<file path="config.mk">
export PLATFORM = sky130hd
export DESIGN_NAME = parser_collector
export DESIGN_NICKNAME = d
export VERILOG_FILES = /design/src/rtl/parser_collector_pkg.sv /design/src/rtl/parser_collector_order_fifo.sv /design/src/rtl/parser_collector.sv
export SDC_FILE = /design/constraint.sdc
export NUM_CORES = 1
export LEC_CHECK = 0
export BUFFER_PORTS_ARGS = -buffer_cell sky130_fd_sc_hd__buf_2
export CAP_MARGIN = 20
export CORE_AREA = 2 2 189 191
export DETAILED_ROUTE_END_ITERATION = 8
export DIE_AREA = 0 0 191 193
export GPL_TIMING_DRIVEN = 0
export SYNTH_ARGS = -nofsm -noshare
export SYNTH_HDL_FRONTEND = slang
export SYNTH_SLANG_ARGS = --single-unit
export TNS_END_PERCENT = 1
</file>
<file path="constraint.sdc">
create_clock -name clk -period 10.2 [get_ports clk]
set_clock_uncertainty 0.1 [all_clocks]
set_input_delay 0 -clock clk [delete_from_list [all_inputs] [get_ports clk]]
set_output_delay 0 -clock clk [all_outputs]
set_load 0.02 [all_outputs]
</file>
<file path="src/rtl/parser_collector_pkg.sv">
// Shared definitions for the parser result collector: default sizes, FSM state
// encoding and a one-hot check helper.
package parser_collector_pkg;

    localparam int unsigned NumParserDef = 6;
    localparam int unsigned ResWDef      = 64;
    localparam int unsigned OrderAwDef   = 4;

    typedef enum logic [1:0] {
        StIdle   = 2'd0,
        StFetch  = 2'd1,
        StStream = 2'd2
    } state_e;

    function automatic logic is_onehot(input logic [31:0] v);
        int unsigned n;
        n = 0;
        for (int i = 0; i < 32; i++) begin
            n = n + {31'b0, v[i]};
        end
        return (n == 1);
    endfunction

endpackage

</file>
<file path="src/rtl/parser_collector_order_fifo.sv">
// Synchronous order FIFO holding one-hot parser grants; registered head word
// with write bypass so the head is valid the cycle after any push or pop.
module parser_collector_order_fifo #(
    parameter int unsigned W  = 6,
    parameter int unsigned AW = 4
) (
    input  logic          clk,
    input  logic          rst_n,
    input  logic          wr_en_i,
    input  logic [W-1:0]  wr_data_i,
    input  logic          rd_en_i,
    output logic [W-1:0]  rd_data_o,
    output logic [AW:0]   count_o
);

    localparam int unsigned Depth = 1 << AW;

    logic [W-1:0]  mem_q [Depth];
    logic [AW-1:0] wr_ptr_q, wr_ptr_d;
    logic [AW-1:0] rd_ptr_q, rd_ptr_d;
    logic [AW:0]   count_q, count_d;
    logic [W-1:0]  rd_data_q, rd_data_d;
    logic          do_wr, do_rd;

    always_comb begin
        do_wr    = wr_en_i && (count_q != (AW+1)'(Depth));
        do_rd    = rd_en_i && (count_q != '0);
        wr_ptr_d = do_wr ? wr_ptr_q + 1'b1 : wr_ptr_q;
        rd_ptr_d = do_rd ? rd_ptr_q + 1'b1 : rd_ptr_q;
        count_d  = count_q;
        if (do_wr && !do_rd) begin
            count_d = count_q + (AW+1)'(1);
        end else if (!do_wr && do_rd) begin
            count_d = count_q - (AW+1)'(1);
        end
        // Bypass covers a push into an empty FIFO landing at the new head slot.
        if (do_wr && (wr_ptr_q == rd_ptr_d)) begin
            rd_data_d = wr_data_i;
        end else begin
            rd_data_d = mem_q[rd_ptr_d];
        end
    end

    always_ff @(posedge clk) begin
        if (do_wr) begin
            mem_q[wr_ptr_q] <= wr_data_i;
        end
    end

    always_ff @(posedge clk) begin
        if (!rst_n) begin
            wr_ptr_q  <= '0;
            rd_ptr_q  <= '0;
            count_q   <= '0;
            rd_data_q <= '0;
        end else begin
            wr_ptr_q  <= wr_ptr_d;
            rd_ptr_q  <= rd_ptr_d;
            count_q   <= count_d;
            rd_data_q <= rd_data_d;
        end
    end

    assign rd_data_o = rd_data_q;
    assign count_o   = count_q;

endmodule

</file>
<file path="src/rtl/parser_collector.sv">
// Reorders parser results into dispatch order, one slice at a time.
// Optional COLLECTOR_STATS_EN adds slice_cnt / stall_cnt counters.
module parser_collector
    import parser_collector_pkg::*;
#(
    parameter int unsigned NUM_PARSER = NumParserDef,
    parameter int unsigned RES_W      = ResWDef,
    parameter int unsigned ORDER_AW   = OrderAwDef
) (
    input  logic                        clk,
    input  logic                        rst_n,
    input  logic                        disp_valid,
    input  logic [NUM_PARSER-1:0]       disp_grant,
    output logic                        order_full,
    input  logic [NUM_PARSER-1:0]       res_valid,
    input  logic [NUM_PARSER*RES_W-1:0] res_data,
    input  logic [NUM_PARSER-1:0]       res_last,
    output logic [NUM_PARSER-1:0]       res_rdreq,
    output logic                        out_valid,
    output logic [RES_W-1:0]            out_data,
    output logic                        out_last,
    input  logic                        out_ready,
`ifdef COLLECTOR_STATS_EN
    output logic [31:0]                 slice_cnt,
    output logic [31:0]                 stall_cnt,
`endif
    output logic                        err_onehot,
    output logic                        err_overflow
);

    localparam int unsigned Depth = 1 << ORDER_AW;
    localparam int unsigned CntW  = ORDER_AW + 1;

    state_e                state_q, state_d;
    logic [NUM_PARSER-1:0] head_q, head_d;
    logic                  out_valid_q, out_valid_d;
    logic [RES_W-1:0]      out_data_q, out_data_d;
    logic                  out_last_q, out_last_d;
    logic                  order_full_q, order_full_d;
    logic                  err_onehot_q, err_onehot_d;
    logic                  err_overflow_q, err_overflow_d;

    logic [CntW-1:0]       fifo_count, count_nxt;
    logic [NUM_PARSER-1:0] fifo_head;
    logic                  fifo_full, fifo_wr, fifo_rd, grant_ok;
    logic                  pop, sel_last;
    logic [RES_W-1:0]      sel_data;

    parser_collector_order_fifo #(
        .W  (NUM_PARSER),
        .AW (ORDER_AW)
    ) u_order_fifo (
        .clk       (clk),
        .rst_n     (rst_n),
        .wr_en_i   (fifo_wr),
        .wr_data_i (disp_grant),
        .rd_en_i   (fifo_rd),
        .rd_data_o (fifo_head),
        .count_o   (fifo_count)
    );

    always_comb begin
        grant_ok  = is_onehot(32'(disp_grant));
        fifo_full = (fifo_count == CntW'(Depth));
        fifo_wr   = disp_valid && grant_ok && !fifo_full;
    end

    // Pop only the head parser, and only when the output register can take a word.
    always_comb begin
        res_rdreq = '0;
        if (rst_n && (state_q == StStream) && (!out_valid_q || out_ready)) begin
            res_rdreq = head_q & res_valid;
        end
        sel_data = '0;
        sel_last = 1'b0;
        for (int i = 0; i < int'(NUM_PARSER); i++) begin
            if (head_q[i]) begin
                sel_data = sel_data | res_data[i*RES_W +: RES_W];
                sel_last = sel_last | res_last[i];
            end
        end
        pop     = |res_rdreq;
        fifo_rd = pop && sel_last;
    end

    always_comb begin
        count_nxt = fifo_count;
        if (fifo_wr && !fifo_rd) begin
            count_nxt = fifo_count + CntW'(1);
        end else if (!fifo_wr && fifo_rd) begin
            count_nxt = fifo_count - CntW'(1);
        end
    end

    always_comb begin
        state_d        = state_q;
        head_d         = head_q;
        out_valid_d    = out_valid_q;
        out_data_d     = out_data_q;
        out_last_d     = out_last_q;
        order_full_d   = (count_nxt >= CntW'(Depth - 2));
        err_onehot_d   = err_onehot_q | (disp_valid & ~grant_ok);
        err_overflow_d = err_overflow_q | (disp_valid & grant_ok & fifo_full);

        unique case (state_q)
            StIdle: begin
                if (fifo_count != '0) begin
                    state_d = StFetch;
                end
            end
            StFetch: begin
                head_d  = fifo_head;
                state_d = StStream;
            end
            StStream: begin
                if (fifo_rd) begin
                    state_d = (fifo_count > CntW'(1)) ? StFetch : StIdle;
                end
            end
            default: state_d = StIdle;
        endcase

        if (pop) begin
            out_valid_d = 1'b1;
            out_data_d  = sel_data;
            out_last_d  = sel_last;
        end else if (out_ready) begin
            out_valid_d = 1'b0;
        end
    end

    always_ff @(posedge clk) begin
        if (!rst_n) begin
            state_q        <= StIdle;
            head_q         <= '0;
            out_valid_q    <= 1'b0;
            out_data_q     <= '0;
            out_last_q     <= 1'b0;
            order_full_q   <= 1'b0;
            err_onehot_q   <= 1'b0;
            err_overflow_q <= 1'b0;
        end else begin
            state_q        <= state_d;
            head_q         <= head_d;
            out_valid_q    <= out_valid_d;
            out_data_q     <= out_data_d;
            out_last_q     <= out_last_d;
            order_full_q   <= order_full_d;
            err_onehot_q   <= err_onehot_d;
            err_overflow_q <= err_overflow_d;
        end
    end

    assign out_valid    = out_valid_q;
    assign out_data     = out_data_q;
    assign out_last     = out_last_q;
    assign order_full   = order_full_q;
    assign err_onehot   = err_onehot_q;
    assign err_overflow = err_overflow_q;

`ifdef COLLECTOR_STATS_EN
    logic [31:0] slice_cnt_q, slice_cnt_d;
    logic [31:0] stall_cnt_q, stall_cnt_d;

    always_comb begin
        slice_cnt_d = slice_cnt_q;
        stall_cnt_d = stall_cnt_q;
        if (out_valid_q && out_ready && out_last_q) begin
            slice_cnt_d = slice_cnt_q + 32'd1;
        end
        if (out_valid_q && !out_ready) begin
            stall_cnt_d = stall_cnt_q + 32'd1;
        end
    end

    always_ff @(posedge clk) begin
        if (!rst_n) begin
            slice_cnt_q <= '0;
            stall_cnt_q <= '0;
        end else begin
            slice_cnt_q <= slice_cnt_d;
            stall_cnt_q <= stall_cnt_d;
        end
    end

    assign slice_cnt = slice_cnt_q;
    assign stall_cnt = stall_cnt_q;
`endif

endmodule
</file>
==> results of run 1 <==
cells in the mapped netlist, types with 7 or more instances:
library cell  instances  area (µm²)
o221ai_1             11        96.3
nor2_1              109         409
nor4_1                8        50.1
o22ai_1              24         150
buf_1                 9        33.8
inv_1                18        67.6
dfxtp_1              96        1920
a311oi_1             67         587
ha_1                 10         125
buf_2                12        60.1
clkbuf_1             82         308
a221oi_1             64         561
o21ai_0              18        90.1
nand2_1              21        78.8
edfxtp_1             96        2880
nand3_1              10        50.1
nand4_1              11        68.8
a211oi_1              8        60.1
a22o_1               65         569
a32oi_1               9        78.8
and3_1               11        68.8
nor3_1               15        75.1
a22oi_1              71         533
mux2_2               18         203
mux2i_1              36         360
nand2b_1              7        43.8
a21oi_1              18        90.1
cell type report:
type | instances | share of cell area [%]
Clock buffer | 17 | 2.66
Clock inverter | 15 | 0.829
Timing Repair Buffer | 680 | 27.6
Sequential cell | 192 | 30.0
Buffer | 105 | 2.60
Tap cell | 461 | 3.60
Inverter | 20 | 0.469
Multi-Input combinational cell | 693 | 32.0
Antenna cell | 17 | 0.266
stage by stage:
stage / instances / hold WS, ns
after floorplan: 1010 / -0.00113
after global placement: 1950 / 0.157
after detailed placement: 1950 / 0.180
after CTS: 2183 / 0.0450
after global routing: 2192 / 0.165
final: 2200 / 0.165
critical path, cell delays in order:
cell and delay [ns]:
dlygate4sd3_1 0.52, buf_2 0.38, inv_1 0.13, fa_1 0.51, fa_1 0.49, inv_1 0.04
ha_1 0.20, fa_1 0.48, nor2_1 0.15, nand2_1 0.09, nor3b_1 0.28, clkbuf_1 0.43
nand2_1 0.23, nor3_1 0.80
power by group through the flow:
stage               registers [mW]  clock network (mW)  logic, mW
floorplan                    0.867                   0      0.211
global placement             0.865                   0      0.426
detailed placement           0.866                   0      0.430
CTS                          0.848               0.681      0.504
global route                 0.851               0.715      0.551
finish                       0.849               0.680      0.521
how the worst max path moves through the flow:
stage	from	endpoint	slack, ns	cells after the start
2_1_floorplan	disp_grant[0]	u_order_fifo.count_o[4]$_SDFFE_PN0P_	6.61	15
3_3_place_gp	disp_grant[1]	u_order_fifo.mem_q[2][3]$_DFFE_PP_	5.60	13
3_5_place_dp	disp_grant[0]	u_order_fifo.mem_q[2][3]$_DFFE_PP_	5.49	13
4_1_cts	disp_grant[0]	u_order_fifo.mem_q[2][0]$_DFFE_PP_	5.43	14
5_1_grt	disp_grant[0]	u_order_fifo.mem_q[1][5]$_DFFE_PP_	5.08	14
6_report	disp_grant[0]	u_order_fifo.mem_q[2][0]$_DFFE_PP_	5.43	14
flip-flops by register name (all words and copies together), names as in the netlist:
| register | count |
|---|---|
| u_order_fifo.mem_q | 96 |
| out_data | 64 |
| head_q | 6 |
| u_order_fifo.rd_data_o | 6 |
| u_order_fifo.count_o | 5 |
| u_order_fifo.rd_ptr_q | 4 |
| u_order_fifo.wr_ptr_q | 4 |
| state_q | 2 |
| err_onehot | 1 |
| err_overflow | 1 |
| order_full | 1 |
| out_last | 1 |
| out_valid | 1 |
routing by layer:
metal / track usage, % / vias up / wire (µm)
met4: 15.4 / 38 / 3030
met3: 20.9 / 186 / 10200
met2: 50.3 / 868 / 27900
met5: 0 / - / 230
li1: - / 5550 / -
met1: 39.0 / 6234 / 23900
cell families after synthesis:
logic type / share of synthesized area, %
mux: 5.62
xor+xnor: 0.985
flops: 46.1
buf+inv: 4.72
compound gates: 30.6
fa+ha+maj: 1.78
simple gates: 10.2
what timing repair did:
item / 4_1_cts / 5_1_grt
hold buffers: 201 / 0
endpoints found under the setup margin: 0 / 0
hold endpoints to repair: 171 / 0
==> summary.md, run 1 <==
| Metric | Value |
|---|---|
| Outcome | completed |
| Area growth syn-to-layout | 53.6% |
| # IOs | 481 |
| Final min period | 4.77 ns |
| Commonest non-fill, non-tap cells in the layout | 491 x buf_2, 201 x dlygate4sd3_1, 109 x nor2_1 |
| Post-route DRC | 0 |
| Total Nets Final | 2128 |
| Clk_lat worst skew | 0.46 ns |
| Syn_area_per_cell | 10.3 µm² |
| Final setup margin | 5.43 ns |
| Rows | 69 |
| RSZ-0062 raised after global routing | no |
| Final core utilization | 45.8% |
| Detailed-route via count | 12900 |
| Leakage | 6.21 nW |
| Largest net degree at the start of global routing | 20 |
| Max FO, Critical Path | 18 |
| Die ar. | 36900 µm² |
| Clk slew on worst S/H paths | 0.08 ns |
| Ys flop type | edfxtp_1 |
| Drt total wl | 65.2 mm |
| Netlist cell types | 68 |
| Reg2reg end | out_data[19]$_SDFFE_PN0P_ |
| Hold Path Origin | res_data[210] |
| Post-DP Area | 13400 µm² |
| Initial core utilization | 29.8% |
| Initial antenna violation count | 43 |
| Fill count | 3445 |
| Number of cells upsized or downsized after cts | 0 |
| Max-slew violation count | 0 |
| Post-synthesis sequential area ratio | 46.1% |
| Chip Width | 191 µm |
| Async S/R FF share, synth | 0% |
| Multi-input gate area | 5120 µm² |
| Synthesized cell area | 10400 µm² |
| Slew headroom | 21.4% |
| Setup Buffers After CTS | 0 |
| Placer Congestion | 0.970 |
| Comb power frac | 25.4% |
| Final non-filler cell area | 16000 µm² |
| Fin crit share | 46.8% |
| MaxCap Viol Count | 0 |
| Core area | 35000 µm² |
| Max Clk Rate | 0.210 GHz |
| Data required, critical path | 10.18 ns |
| PD cells | 128 nW/µm² |
| Pre-CTS WS | 5.49 ns |
| Reg2reg start | head_q[2]$_SDFFE_PN0N_ |
| Fin. Hold Viols | 0 |
| Slew at the pin closest to its max-slew limit | 1.18 ns |
| Synth warn | 0 |
| Setup Viol. Count Final | 0 |
| Clk pwr share | 33.2% |
| Max clock buf depth | 2 |
| Reg2Reg Depth | 6 |
| First-pass GRT wire length | 87.2 mm |
| DR WL/cell | 29.6 µm |
| H-tree depth | 4 |
| Initial drt markers | 1295 |
| Synth Instances | 1010 |
| HP Class | primary input to flop |
| WHS Path Cells | 3 |
| Critical path class | primary input to flop |
| GR Util All Layers | 34.0% |
| Psw | 0.666 mW |
| CTS Buf Count | 17 |
| Pre-antenna DRT Iters | 5 |
| Maximum vdd drop | 130 µV |
| R2R Setup Slk | 6.31 ns |
| Startpoint types | primary input |
| TNS Setup | 0 ns |
| P_int | 1.38 mW |
| Worst Hold End | out_data[18]$_SDFFE_PN0P_ |
| Sink Count | 192 |
| Critical Path Sink Type | flop |
| Switching share of total power | 32.5% |
| Routed Antenna Nets | 0 |
| Crit path DAT | 4.75 ns |
| Vias in the first global route | 12300 |
| Die Ht | 193 µm |
| Seq pwr share | 41.4% |
| Remaining Overflow, GRT | 0 |
| Total power | 2.05 mW |
| Register area | 4800 µm² |
| Mapped Nets | 1429 |
| Drt via density | 5.85 |
| #FFs+latches synth | 192 |
| Ratio of cells with drive above 1 in the final layout | 32.3% |
| CTS tree | yes |
| Post-DP HPWL | 50.5 mm |
| Port Buf Inserts | 479 |
| Number of synthesized flops with an enable pin | 96 |
| Root buf cell | clkbuf_16 |
| Commonest non-fill, non-tap cell in the layout | buf_2 |
(Power assumes the default switching activity.)
==> run 2, diff against run 1 <==
--- a/config.mk
+++ b/config.mk
@@ -5,11 +5,12 @@
 export SDC_FILE = /design/constraint.sdc
 export NUM_CORES = 1
 export LEC_CHECK = 0
+export ABC_AREA = 1
 export BUFFER_PORTS_ARGS = -buffer_cell sky130_fd_sc_hd__buf_2
 export CAP_MARGIN = 20
-export CORE_AREA = 2 2 189 191
+export CORE_AREA = 2 2 187 189
 export DETAILED_ROUTE_END_ITERATION = 8
-export DIE_AREA = 0 0 191 193
+export DIE_AREA = 0 0 189 191
 export GPL_TIMING_DRIVEN = 0
 export SYNTH_ARGS = -nofsm -noshare
 export SYNTH_HDL_FRONTEND = slang
==> constraint.sdc (replaced) <==
create_clock -name clk -period 4.7 [get_ports clk]
set_clock_uncertainty 0.1 [all_clocks]
set_input_delay 0 -clock clk [delete_from_list [all_inputs] [get_ports clk]]
set_output_delay 0 -clock clk [all_outputs]
set_load 0.02 [all_outputs]
==> summary.md, run 2 <==
| Metric | Value |
|---|---|
| DR WL/cell | 23.3 µm (-21%) |
| Top post-synthesis cells by area | edfxtp_1 28%, dfxtp_1 19%, nand2_1 13% |
| PD cells | 424 nW/µm² (+230%) |
| Mux share of post-synthesis cell area | 0% (-5.6 points) |
| Clk slew on worst S/H paths | 0.07 ns (about the same) |
| Port Buf Inserts | 480 (+0.21%) |
| Placed Cells | 2238 (+15%) |
| # IOs | 481 (unchanged) |
| HP Class | primary input to flop |
| Startpoint types | primary input |
| Clk pwr share | 22.3% (-11 points) |
| Placer Congestion | 0.981 (+1.1%) |
| Rows | 68 (-1.4%) |
| Top-area cell type share of the netlist area | 28.1% (+0.38 points) |
| TNS Setup | 0 ns (unchanged) |
| Drt total wl | 56.5 mm (-13%) |
| Outcome | completed |
| Remaining Overflow, GRT | 0 (unchanged) |
| Area growth syn-to-layout | 48.5% |
| Switching share of total power | 40.3% (+7.8 points) |
| Detailed-route via count | 12500 (-2.5%) |
| P_int | 3.86 mW (+180%) |
| Initial core utilization | 30.1% (+0.32 points) |
| Initial drt markers | 1109 (-14%) |
| H-tree depth | 4 (unchanged) |
| Ratio of cells with drive above 1 in the final layout | 27.8% (-4.5 points) |
| Setup Buffers After CTS | 0 (unchanged) |
| Post-synthesis sequential area ratio | 46.8% (+0.64 points) |
| Slew headroom | 23.9% (+2.5 points) |
| Pre-CTS WS | 0.251 ns (-5.24 ns) |
| Chip Width | 189 µm (-1.0%) |
| Total Nets Final | 2361 (+11%) |
| Mapped Nets | 1722 (+21%) |
| Xor/xnor share of the synthesized area | 0.597% (-0.39 points) |
| Commonest non-fill, non-tap cells in the layout | 494 x buf_2, 362 x nand2_1, 140 x dlygate4sd3_1 |
| Syn_area_per_cell | 7.88 µm² (-24%) |
| Clk_lat worst skew | 0.44 ns (-0.02 ns) |
| Fin crit share | 89.6% |
| Max FO, Critical Path | 18 (unchanged) |
| Maximum vdd drop | 289 µV (+120%) |
| Data required, critical path | 4.68 ns (-5.50 ns) |
| CTS Buf Count | 17 (unchanged) |
| Critical Path Sink Type | flop |
| Largest family of logic cells by synthesized area | simple AND/OR/NAND/NOR gates |
| Synth warn | 0 (unchanged) |
| Root buf cell | clkbuf_16 |
| Crit path DAT | 4.19 ns (-0.56 ns) |
| Psw | 2.61 mW (+290%) |
| Final min period | 4.21 ns |
| Leakage | 6.89 nW (+11%) |
| Count leader, synth | nand2_1 |
| Number of synthesized flops with an enable pin | 96 (unchanged) |
| #FFs+latches synth | 192 (unchanged) |
| Netlist cell types | 33 (-51%) |
| Routed Antenna Nets | 0 (unchanged) |
| Biggest register | u_order_fifo.mem_q |
| Slew at the pin closest to its max-slew limit | 1.14 ns (-0.0378 ns) |
| MaxCap Viol Count | 0 (unchanged) |
| Pre-antenna DRT Iters | 8 (+3) |
| Ys flop type | edfxtp_1 |
| Initial antenna violation count | 24 (-44%) |
| Max Clk Rate | 0.237 GHz |
| First-pass GRT wire length | 80.1 mm (-8.1%) |
| Seq pwr share | 30.5% (-11 points) |
| Max FFs per register | 96 (unchanged) |
| Area leader, netlist | edfxtp_1 |
| Critical path class | primary input to flop |
| Drt via density | 5.17 (-12%) |
| WHS | 0.265 ns (+0.0998 ns) |
| Die Ht | 191 µm (-1.0%) |
| CTS tree | yes |
| Commonest non-fill, non-tap cell in the layout | buf_2 |
| Sink Count | 192 (unchanged) |
| Max clock buf depth | 2 (unchanged) |
| Adder-cell share of the synthesized area | 1.80% (+0.025 points) |
| Fin. Hold Viols | 0 (unchanged) |
| Post-DP HPWL | 45.3 mm (-10%) |
| Core area | 34100 µm² (-2.4%) |
| Largest net degree at the start of global routing | 19 (-5.0%) |
| Async S/R FF share, synth | 0% (unchanged) |
| Final Non-Filler Cells | 2425 (+10%) |
| List of most frequent post-synthesis cells | 362 x nand2_1, 134 x nand3_1, 109 x inv_1 |
| Setup Viol. Count Final | 0 (unchanged) |
| Post-route DRC | 0 (unchanged) |
| Final setup margin | 0.488 ns (-4.94 ns) |
| Post-synthesis compound-gate area fraction | 13.7% (-17 points) |
| RSZ-0062 raised after global routing | no |
| Max-slew violation count | 0 (unchanged) |
| Synth Instances | 1303 (+29%) |
| Synth Area in Simple Gates | 29.4% (+19 points) |
| Vias in the first global route | 12200 (-0.44%) |
| Synthesized cell area | 10300 µm² (-1.4%) |
| Die ar. | 36100 µm² (-2.1%) |
| GR Util All Layers | 30.7% (-3.4 points) |
| Comb power frac | 47.3% (+22 points) |
-- run 2: changes by cell type in the layout (fill, tap and decap cells not counted), sizes merged, moves of 37 or more --
cell         delta
a21oi          +37
a22o           -65
a22oi          -71
a311oi         -51
dlygate4sd3    -61
inv            +83
nand2         +346
nand3         +126
nand3b         +42
o21ai          +50
-- run 2: kinds of logic after synthesis --
group,after synthesis
AND/OR/NAND/NOR,673
AO/OA/AOI/OAI,217
buffers and inverters,201
flip-flops,192
adder cells (fa/ha/maj),13
XOR/XNOR,7
-- run 2: what timing repair did --
| action | 4_1_cts | 5_1_grt |
|---|---|---|
| hold endpoints to repair | 168 | 0 |
| gates resized for setup | 0 | 3 |
| hold buffers | 140 | 0 |
| endpoints found under the setup margin | 0 | 20 |
-- run 2: routing by layer --
metal,wire (µm),global-route usage (%)
met2,27100,51.6
met4,1210,8.02
met3,4420,8.13
met5,116,0
met1,23600,38.9
-- run 2: power by group through the flow --
| stage | logic, mW | registers, mW | clock network, mW |
|---|---|---|---|
| detailed placement | 2.49 | 2.01 | 0 |
| global placement | 2.48 | 2.00 | 0 |
| global route | 3.27 | 1.98 | 1.53 |
| CTS | 3.02 | 1.97 | 1.46 |
| finish | 3.06 | 1.97 | 1.44 |
| floorplan | 1.34 | 2.04 | 0 |
-- run 2: through the flow --
step | cell area [µm²] | total power [mW] | util, %
2_1_floorplan | 10300 | 3.38 | -
5_1_grt | 15200 | 6.77 | 44.7
3_5_place_dp | 13200 | 4.49 | 38.8
6_report | 15300 | 6.47 | 44.7
3_3_place_gp | 13200 | 4.49 | 38.8
4_1_cts | 15200 | 6.45 | 44.6
-- run 2: final timing paths --
path | from | endpoint | slack, ns | depth (start not counted)
max | disp_grant[0] | u_order_fifo.mem_q[4][4]$_DFFE_PP_ | 0.49 | 13
min | res_last[2] | out_last$_SDFFE_PN0P_ | 0.26 | 5
max reg2reg | head_q[5]$_SDFFE_PN0N_ | out_data[3]$_SDFFE_PN0P_ | 1.08 | 6
min reg2reg | u_order_fifo.rd_data_o[4]$_SDFF_PN0_ | head_q[4]$_SDFFE_PN0N_ | 0.38 | 2
-- run 2: area by class of cell --
| type | instances | area [µm²] |
|---|---|---|
| Antenna cell | 15 | 37.5 |
| Buffer | 89 | 370 |
| Clock buffer | 19 | 433 |
| Clock inverter | 13 | 135 |
| Fill cell | 3589 | 18900 |
| Inverter | 112 | 420 |
| Multi-Input combinational cell | 910 | 4680 |
| Sequential cell | 192 | 4800 |
| Tap cell | 455 | 569 |
| Timing Repair Buffer | 620 | 3800 |
-- run 2: critical path, cell delays in order --
cell and delay (ns):
dlygate4sd3_1 0.51, buf_2 0.41, inv_1 0.13, fa_1 0.51, fa_1 0.49, inv_1 0.05
ha_1 0.19, fa_1 0.47, inv_1 0.08, nand4_1 0.19, nor2_2 0.38, nand2_1 0.30
nor2_1 0.47
